**src/rtl/leglite_single_core.sv**
```systemverilog
// leglite_single_core: 16-bit single-cycle LEGLite core.
// Fetch, decode, execute and writeback all complete in one clock cycle.
// The instruction ROM and the data memory are external and combinational.
// X7 is the zero register (XZR). It always reads 0, and writes to it are dropped.
module leglite_single_core #(
  parameter logic [15:0] RESET_PC = 16'h0000
) (
  input  logic        clock,
  input  logic        reset,
  output logic [15:0] iaddr,
  input  logic [15:0] idata,
  output logic [15:0] draddr,
  output logic        dwrite,
  output logic        dread,
  output logic [15:0] dwdata,
  input  logic [15:0] drdata,
  output logic [15:0] alu_out
);

  localparam logic [3:0] OP_ADD  = 4'd0;
  localparam logic [3:0] OP_SUB  = 4'd1;
  localparam logic [3:0] OP_AND  = 4'd2;
  localparam logic [3:0] OP_ORR  = 4'd3;
  localparam logic [3:0] OP_ADDI = 4'd4;
  localparam logic [3:0] OP_LDUR = 4'd5;
  localparam logic [3:0] OP_STUR = 4'd6;
  localparam logic [3:0] OP_CBZ  = 4'd7;
  localparam logic [3:0] OP_B    = 4'd8;

  logic [15:0] pc_q, pc_d;
  logic [15:0] regs_q [0:7];
  logic [15:0] regs_d [0:7];

  logic [3:0]  op;
  logic [2:0]  rn, rm, rt;
  logic [5:0]  imm6;
  logic [8:0]  off9;
  logic [11:0] off12;

  logic [15:0] rn_val, rm_val, rt_val;
  logic [15:0] alu_res;
  logic        rf_we;
  logic [15:0] rf_wdata;

  // Slice the instruction word into its fields.
  always_comb begin
    op    = idata[15:12];
    rn    = idata[11:9];
    rm    = idata[8:6];
    rt    = idata[2:0];
    imm6  = idata[8:3];
    off9  = idata[11:3];
    off12 = idata[11:0];
  end

  // Register reads. The X7 entry is never written, so it always reads 0.
  // rt has its own port because dwdata must show R[rt] on every instruction.
  always_comb begin
    rn_val = regs_q[rn];
    rm_val = regs_q[rm];
    rt_val = regs_q[rt];
  end

  // ALU: select the result, the writeback data and the write enable by opcode.
  always_comb begin
    alu_res  = 16'h0000;
    rf_we    = 1'b0;
    rf_wdata = 16'h0000;
    case (op)
      OP_ADD:  begin alu_res = rn_val + rm_val; rf_we = 1'b1; rf_wdata = alu_res; end
      OP_SUB:  begin alu_res = rn_val - rm_val; rf_we = 1'b1; rf_wdata = alu_res; end
      OP_AND:  begin alu_res = rn_val & rm_val; rf_we = 1'b1; rf_wdata = alu_res; end
      OP_ORR:  begin alu_res = rn_val | rm_val; rf_we = 1'b1; rf_wdata = alu_res; end
      OP_ADDI: begin
        alu_res  = rn_val + {10'b0, imm6};
        rf_we    = 1'b1;
        rf_wdata = alu_res;
      end
      OP_LDUR: begin
        alu_res  = rn_val + {{10{imm6[5]}}, imm6};
        rf_we    = 1'b1;
        rf_wdata = drdata;
      end
      OP_STUR: alu_res = rn_val + {{10{imm6[5]}}, imm6};
      OP_CBZ:  alu_res = rt_val;
      default: alu_res = 16'h0000;
    endcase
  end

  // Next PC. A taken CBZ or a B adds the doubled signed offset; otherwise PC advances by 2.
  always_comb begin
    pc_d = pc_q + 16'd2;
    if (op == OP_CBZ && alu_res == 16'h0000)
      pc_d = pc_q + {{6{off9[8]}}, off9, 1'b0};
    else if (op == OP_B)
      pc_d = pc_q + {{3{off12[11]}}, off12, 1'b0};
  end

  // Register-file write. Entry 7 is pinned at zero so XZR discards writes.
  always_comb begin
    for (int i = 0; i < 8; i++) regs_d[i] = regs_q[i];
    if (rf_we) regs_d[rt] = rf_wdata;
    regs_d[7] = 16'h0000;
  end

  // State update. Asserting reset aborts the writeback of the in-flight instruction.
  always_ff @(posedge clock or negedge reset) begin
    if (!reset) begin
      pc_q <= RESET_PC;
      for (int i = 0; i < 8; i++) regs_q[i] <= 16'h0000;
    end else begin
      pc_q <= pc_d;
      for (int i = 0; i < 8; i++) regs_q[i] <= regs_d[i];
    end
  end

  assign iaddr   = pc_q;
  assign alu_out = alu_res;
  assign draddr  = alu_res;
  assign dwdata  = rt_val;
  assign dread   = (op == OP_LDUR);
  assign dwrite  = (op == OP_STUR);

endmodule

```
**config.mk**
```make
export PLATFORM = sky130hd
export DESIGN_NAME = leglite_single_core
export DESIGN_NICKNAME = d
export VERILOG_FILES = /design/src/rtl/leglite_single_core.sv
export SDC_FILE = /design/constraint.sdc
export NUM_CORES = 1
export LEC_CHECK = 0
export BUFFER_PORTS_ARGS = -buffer_cell sky130_fd_sc_hd__buf_2
export CORE_MARGIN = 4
export CORE_UTILIZATION = 55
export CTS_CLUSTER_DIAMETER = 30
export DETAILED_ROUTE_END_ITERATION = 10
export PLACE_DENSITY_LB_ADDON = 0.3
export SYNTH_ARGS = -nofsm -noshare
export SYNTH_HDL_FRONTEND = slang
export SYNTH_SLANG_ARGS = --single-unit
```
**constraint.sdc**
```tcl
create_clock -name clock -period 8.2 [get_ports clock]
set_input_delay 0.82 -clock clock [delete_from_list [all_inputs] [get_ports clock]]
set_output_delay 0.82 -clock clock [all_outputs]
set_load 0.05 [all_outputs]
```
# == After elaboration in Yosys (flattened, before gate mapping) ==
# Index checks and enable logic that the tools add are counted.
# Widths: inputs -> output; s select.
# totals
out_inout_bits,66
input_bits,34
wordCells,55
regBits,128
# classes
n_eq_ne,8
muxes,17
order_cmp,4
n_addsub,7
bitwise_logic,5
n_reduce_logical,6
# ops
op,count
$bmux 16 s3,3
$mux 16,9
$bwmux 128,1
$pmux 16 s7,1
$pmux 16 s6,1
$add 16x16->16,4
$demux 16 s3,1
$add 16x2->16 const B,1
$add 16x6->16,1
$and 16x16->16,1
$eq 4x3->1 const B,4
$logic_not 16->1,1
$or 16x16->16,1
$sub 16x16->16,1
$ge 4x4->1 const B,3
$not 3->4,3
$eq 4x2->1 const B,2
$reduce_or 6->1,1
$eq 4x1->1 const B,1
$eq 4x4->1 const B,1
$logic_not 4->1,1
$lt 4x1->1 const B,1
$logic_and 1x1->1,2
$reduce_or 2->1,1
$mux 1,1

# == Logic depth before layout (Yosys ltp) ==
# Gate-level depths: netlist of run 1.
# logic_depth
depth_word,9
depth_mapped,34

# == Worst setup path before layout of run 1 ==
# Ideal clock, no wire load.
# synth_timing
kind,input to register
from,input port idata[6]
to,register pc_q[14] (netlist: iaddr[14])
setup_ns,0.122
arrival_ns,8.474
path_stages,32
n_path_buf,4
path_slack_ns,-0.396
cell_sequence,clkbuf_1 -> buf_1 -> buf_1 -> mux2i_1 -> nor2_1 -> a21oi_1 -> a21o_1 -> inv_1 -> ha_1 -> fa_1 -> or2_4 -> a21o_1 -> a2111oi_1 -> o2111ai_1 -> a2111oi_0 -> nand4_1 -> nor3_1 -> nand4bb_1 -> nor3_1 -> buf_2 -> a22o_1 -> ha_1 -> a21o_1 -> a21oi_1 -> o21bai_1 -> a21oi_1 -> o21bai_1 -> a211o_1 -> a2111oi_0 -> o41ai_1 -> a21o_1 -> xor2_1
# synth_between
elab_chain_len,9
word_cells_on_any_way,17
# synth_rtl
item,line_no,rtl
start: declaration,11,"input logic [15:0] idata,"
$not 3->4 (not written as such),60,rm_val = regs_q[rm];
$bmux 16 s3,60,
$mux 16 (not written as such) (2 in a row),60,
$sub 16x16->16 (tied with other cells),71,OP_SUB: begin alu_res = rn_val - rm_val; rf_we = 1'b1; rf_wdata = alu_res; end
$pmux 16 s7 (*),69,case (op)
via alu_out[4],17,output logic [15:0] alu_out
$logic_not 16->1 (*),93,if (op == OP_CBZ && alu_res == 16'h0000)
$logic_and 1x1->1 (*),93,
$mux 16 (*),93,
via pc_d[14],30,"logic [15:0] pc_q, pc_d;"
end signal: assignment,112,pc_q <= pc_d;
end: declaration,30,
# Mark *: on every way through the listed nets, which the timed path passes. The rest lies on a longest branch. The select of a mux whose other input is x is not followed.
# A chain may end at the register's enable or synchronous reset.

# == Worst setup path after layout of run 1 ==
# layout_timing
from,input port idata[6]
to,register pc_q[15] (netlist: iaddr[15])
# layout_between
elab_chain_len,9
word_cells_on_any_way,17
# layout_rtl
item,line_no
$not 3->4 (not written as such),60
$bmux 16 s3,60
$mux 16 (not written as such) (2 in a row),60
$sub 16x16->16 (tied with other cells),71
$pmux 16 s7,69
$logic_not 16->1,93
$logic_and 1x1->1,93
$mux 16 (*),93
via pc_d[15],30
# Marked as above.

==> flow_metrics.env, run 1 <==
export IMPL_worstPathRequired_ps=8540
export IMPL_syn_inst=1373
export IMPL_yosysWarningCount=0
export IMPL_ff_latch_area_sq_um=3180
export IMPL_hold_viol_final=0
export IMPL_final_max_slew_violation_count=0
export IMPL_die_x_um=157
export IMPL_clock_fmax_mhz=128
export IMPL_viasPerCell=6.66
export IMPL_grt_total_usage_pct=32.7
export IMPL_gr_usage_met2_pct=49.6
export IMPL_cp_slowest_stage_delay_ps=550
export IMPL_synth_edf_count=0
export IMPL_grt_max_degree=67
export IMPL_detail_route_antenna_nets=0
export IMPL_setup_ws_ps=368
export IMPL_cp_max_fo=10
export IMPL_met3_usage_pct=6.28
export IMPL_gp_congestion=1.02
export IMPL_startpoint_type="primary input"
export IMPL_crit_buf_inv=2
export IMPL_ctsLongestPathBuffers=2
export IMPL_drv_cap=0
export IMPL_clock_skew_ps=14.6
export IMPL_final_cell_area_sq_um=13400
export IMPL_area_growth_pct=10.3
export IMPL_rows=54
export IMPL_status="finished, final reports clean"
export IMPL_cp_end_kind="flip-flop"
export IMPL_cts_made_buffers=17
export IMPL_synth_area_sq_um=12200
export IMPL_reg2reg_depth=28
export IMPL_initial_utilization_pct=55.9
export IMPL_finalSetupViolations=0
export IMPL_yosys_area_top_type_share_pct=26.1
export IMPL_die_area_sq_um=24600
export IMPL_wire_per_inst_um=23.6
export IMPL_htree_levels=4
export IMPL_clk_latency_ps=440
export IMPL_cts_tree="done"
export IMPL_vias=11500
export IMPL_syn_nets=1488
export IMPL_finalNetCount=1549
export IMPL_num_fill_cells=1864
export IMPL_crit_family="compound AO/OA/AOI/OAI gates"
export IMPL_worstMarginPinSlew_ps=1370
export IMPL_grt_pass1_vias=10600
export IMPL_diodes=0
export IMPL_ios=100
export IMPL_dpl_worst_slack_ps=-96.0
export IMPL_drt_initial_drc_count=1523
export IMPL_drive_above_1_share_pct=21.2
export IMPL_synth_cell_types=95
export IMPL_yosysSeqAreaShare_pct=26.1
export IMPL_yosysMostFrequentCell="dfrtp_1"
export IMPL_ir_worst_vdd_mv=0.174
export IMPL_io_buffers=98
export IMPL_yosysTopAreaCell="dfrtp_1"
export IMPL_gr_usage_met1_pct=46.1
export IMPL_cts_hold_buf=0
export IMPL_core_area_sq_um=21800
export IMPL_async_flop_share_pct=100
export IMPL_post_cts_setup_buffer_count=0
export IMPL_synthFlopType="dfrtp_1"
export IMPL_grt_most_used_layer="met2"
export IMPL_r2r_start="regs_q[64]"
export IMPL_cts_sinks=127
export IMPL_path_clk_slew_ps=70
export IMPL_relSlewSlack_pct=8.36
export IMPL_synth_area_leaders="dfrtp_1 (26%), ha_1 (7.9%), mux2i_1 (6.7%)"
export IMPL_synth_avg_cell_area_sq_um=8.86
export IMPL_power_density_nw_per_um2=274
export IMPL_leakage_nw=6.41
export IMPL_timing_reg2reg_setup_slack_ps=780
export IMPL_post_dp_hpwl_um=30400
export IMPL_multi_input_area_sq_um=8110
export IMPL_antenna_found_initial=1
export IMPL_path_class="in2reg"
export IMPL_fin_util_pct=61.7
export IMPL_routed_wl_um=40800
export IMPL_period_minus_slack_ps=7830
export IMPL_finalCritPeriodShare_pct=95.5
export IMPL_power_w=0.00368
export IMPL_r2r_end="iaddr[15]"
export IMPL_synth_common_cells="dfrtp_1 (127), nor2_1 (114), nand2_1 (111)"
export IMPL_slowest_stage="mux4_2"
export IMPL_rsz0062_at_grt="false"
export IMPL_route_detailed_drc=0
export IMPL_hold_class="in2async"
export IMPL_placed_cell_area_sq_um=12800
export IMPL_grt_overflow=0
export IMPL_die_height_um=157
export IMPL_grt_pass1_wl_um=62200
export IMPL_dr_pass1_iters=6
export IMPL_synth_seq_cells=127
export IMPL_cts_root_buf="clkbuf_16"
export IMPL_cp_arrival_ps=8170
worst max-delay path by stage:
stage / startpoint / end / slack, ps / cells after the start
after floorplan: idata[9] / iaddr[15] / 80 / 33
after global placement: idata[6] / iaddr[15] / 140 / 30
after detailed placement: idata[6] / iaddr[15] / -100 / 29
after CTS: idata[6] / iaddr[15] / 270 / 29
after global routing: idata[6] / iaddr[15] / 9 / 29
final: idata[6] / iaddr[15] / 370 / 29
where the power goes:
group,leakage [nW],internal [W],switching (W)
sequential,1.64,0.000807,0.000184
clock,0.263,0.000413,0.000311
combinational,4.51,0.000694,0.00127
registers in the layout (all words and copies together) (netlist names):
| name | count |
|---|---|
| regs_q | 112 |
| iaddr | 15 |
final cells by class:
type                       instances  share of cell area (%)
timing repair buffer             150                    6.68
tap                              280                    2.61
inverter                          86                    2.41
multi-input combinational       1052                    60.5
sequential                       127                    23.7
clock inverter                    10                   0.597
clock buffer                      22                    3.54
cells in the final DEF (no fill, tap or decap), types with 6 or more instances in the layout:
cell / Yosys / final
dfrtp_1: 127 / 127
nor2_1: 114 / 114
nand2_1: 111 / 111
buf_2: 21 / 97
a21oi_1: 92 / 92
inv_1: 84 / 84
mux2i_1: 81 / 81
ha_1: 77 / 77
o21ai_0: 75 / 75
mux2_2: 61 / 61
buf_4: 21 / 52
a21o_1: 40 / 40
mux4_2: 33 / 33
xnor2_1: 27 / 27
nor3_1: 23 / 23
o211ai_1: 20 / 20
a22oi_1: 19 / 19
clkbuf_16: 0 / 17
nand3_1: 16 / 16
a211oi_1: 14 / 14
a211o_1: 14 / 14
nor2b_1: 13 / 13
a22o_1: 13 / 13
o221ai_1: 11 / 11
nand2b_1: 11 / 11
xor2_1: 11 / 11
a31oi_1: 10 / 10
and3_1: 10 / 10
o21a_1: 10 / 10
a221oi_1: 9 / 9
and2_1: 8 / 8
or3_1: 8 / 8
o22ai_1: 7 / 7
nor4_1: 9 / 7
nand4_1: 6 / 6
stage by stage:
| stage | instances | TNS [ps] | hold WS (ps) |
|---|---|---|---|
| after floorplan | 1373 | 0 | 477 |
| after global placement | 1695 | 0 | 505 |
| after detailed placement | 1695 | -96.0 | 515 |
| after CTS | 1727 | 0 | 488 |
| after global routing | 1727 | 0 | 532 |
| final | 1727 | 0 | 451 |
per-layer routing:
metal  vias up  wire length (um)
li1       5142                 -
met1      5556             17000
met2       684             18100
met3       126              3900
met4         2              1770
met5         -                13
logic make-up (layout without fill, tap and decap cells):
family	after synthesis	after routing	synth area share [%]
AOI/OAI and AO/OA	390	390	22.0
DFF	127	127	26.1
and+or+nand+nor	367	367	14.6
adders and majority gates	81	81	8.58
buffers and inverters	194	268	7.46
other	1	1	0.0308
xor gates and xnor gates	38	38	2.74
muxes	175	175	18.4
timing repair:
item,CTS,global route
resized for setup,0,3
endpoints found under the setup margin,0,2
endpoints found under the hold margin,0,0
Power figures use the tool's default switching activity.
==> run 2, diff against run 1 <==
--- a/config.mk
+++ b/config.mk
@@ -6,7 +6,8 @@
 export NUM_CORES = 1
 export LEC_CHECK = 0
 export BUFFER_PORTS_ARGS = -buffer_cell sky130_fd_sc_hd__buf_2
-export CORE_MARGIN = 4
+export CAP_MARGIN = 10
+export CORE_MARGIN = 8
 export CORE_UTILIZATION = 55
 export CTS_CLUSTER_DIAMETER = 30
 export DETAILED_ROUTE_END_ITERATION = 10
==> flow_metrics.env, run 2 (same netlist as run 1, synthesis figures left out) <==
export IMPL_rsz0062_at_grt="false"
export IMPL_final_cell_area_sq_um=13500
export IMPL_final_common_cell="dfrtp_1"
export IMPL_leakage_nw=6.45
export IMPL_grt_total_usage_pct=31.2
export IMPL_worstPathRequired_ps=8520
export IMPL_path_class="in2reg"
export IMPL_antenna_found_initial=0
export IMPL_clk_latency_ps=430
export IMPL_reg2reg_depth=27
export IMPL_die_area_sq_um=27100
export IMPL_dpl_worst_slack_ps=-19.1
export IMPL_largest_register_ffs=112
export IMPL_placed_cell_area_sq_um=12900
export IMPL_drt_initial_drc_count=1444
export IMPL_power_density_nw_per_um2=276
export IMPL_top_register="regs_q"
export IMPL_detail_route_antenna_nets=0
export IMPL_finalNetCount=1550
export IMPL_vias=11500
export IMPL_post_cts_setup_buffer_count=0
export IMPL_cts_made_buffers=17
export IMPL_io_buffers=98
export IMPL_post_dp_hpwl_um=31400
export IMPL_grt_pass1_wl_um=65400
export IMPL_cp_slowest_stage_delay_ps=750
export IMPL_cts_tree="done"
export IMPL_routed_wl_um=41900
export IMPL_gp_congestion=1.00
export IMPL_status="finished, final reports clean"
export IMPL_r2r_start="regs_q[65]"
export IMPL_cts_sinks=127
export IMPL_met3_usage_pct=8.52
export IMPL_grt_max_degree=72
export IMPL_slowest_stage="a2111oi_1"
export IMPL_ir_worst_vdd_mv=0.182
export IMPL_grt_most_used_layer="met2"
export IMPL_period_minus_slack_ps=7740
export IMPL_htree_levels=4
export IMPL_cp_max_fo=13
export IMPL_timing_reg2reg_setup_slack_ps=940
export IMPL_ios=100
export IMPL_route_detailed_drc=0
export IMPL_num_fill_cells=1862
export IMPL_dr_pass1_iters=6
export IMPL_clock_skew_ps=16.4
export IMPL_drive_above_1_share_pct=21.3
export IMPL_path_clk_slew_ps=70
export IMPL_die_x_um=165
export IMPL_finalCritPeriodShare_pct=94.3
export IMPL_final_cell_mix="dfrtp_1 (127), nor2_1 (114), nand2_1 (111)"
export IMPL_cts_root_buf="clkbuf_16"
export IMPL_diodes=0
export IMPL_gr_usage_met2_pct=48.0
export IMPL_cp_end_kind="flip-flop"
export IMPL_setup_ws_ps=465
export IMPL_hold_viol_final=0
export IMPL_wire_per_inst_um=24.3
export IMPL_gr_usage_met1_pct=40.8
export IMPL_die_height_um=165
export IMPL_finalSetupViolations=0
export IMPL_power_w=0.00373
export IMPL_clock_fmax_mhz=129
export IMPL_r2r_end="iaddr[15]"
export IMPL_grt_overflow=0
export IMPL_rows=54
export IMPL_relSlewSlack_pct=24.2
export IMPL_initial_utilization_pct=55.9
export IMPL_drv_cap=0
export IMPL_core_area_sq_um=21800
export IMPL_viasPerCell=6.66
export IMPL_ctsLongestPathBuffers=2
export IMPL_startpoint_type="primary input"
export IMPL_grt_pass1_vias=11100
export IMPL_area_growth_pct=11.0
export IMPL_cp_arrival_ps=8060
export IMPL_final_max_slew_violation_count=0
export IMPL_worstMarginPinSlew_ps=1130
export IMPL_hold_class="in2async"
-- run 2: metal layers --
layer	part of all wire (%)	up-vias
met3	11	149
li1	-	5150
met1	40	5494
met5	0	-
met4	4.7	0
met2	44	707
-- run 2: how the worst max path moves through the flow --
stage,endpoint,cells after the start,start
after global placement,iaddr[15],29,idata[9]
after detailed placement,iaddr[15],32,idata[6]
after CTS,iaddr[15],32,idata[6]
after global routing,iaddr[15],29,idata[9]
final,iaddr[15],29,idata[9]
after floorplan,iaddr[15],33,idata[9]
-- run 2: what timing repair did --
action,in CTS,in global routing
setup endpoints to repair,0,3
resized for setup,0,4
hold buffers,0,0
-- run 2: critical path, delay by kind of cell --
family	cells	cell delay, ps
AOI/OAI and AO/OA	13	2900
and+or+nand+nor	7	1660
adders and majority gates	3	990
buffers and inverters	3	720
muxes	1	490
xor gates and xnor gates	2	440
-- run 2: final cells by class --
cell class | count | area (sq um) | share of cell area, %
multi-input combinational | 1052 | 8110 | 60.0
sequential | 127 | 3180 | 23.5
timing repair buffer | 151 | 953 | 7.06
clock buffer | 19 | 453 | 3.36
tap | 280 | 350 | 2.60
inverter | 86 | 323 | 2.39
clock inverter | 12 | 136 | 1.01
-- run 2: power by group --
part	switching, W	total (W)	leakage [nW]	internal (W)
Combinational	0.00128	0.00197	4.53	0.000689
Clock	0.000309	0.000773	0.282	0.000464
Sequential	0.000184	0.000991	1.64	0.000807
Total	0.00177	0.00373	6.45	0.00196
-- run 2: per-stage QoR --
step	utilization (%)	hold slack (ps)	cells	TNS (ps)
floorplan	-	477	1373	0
global placement	59.2	505	1695	0
detailed placement	59.2	514	1695	-19.1
CTS	62.0	469	1726	0
global route	62.0	506	1727	0
finish	62.0	445	1727	0
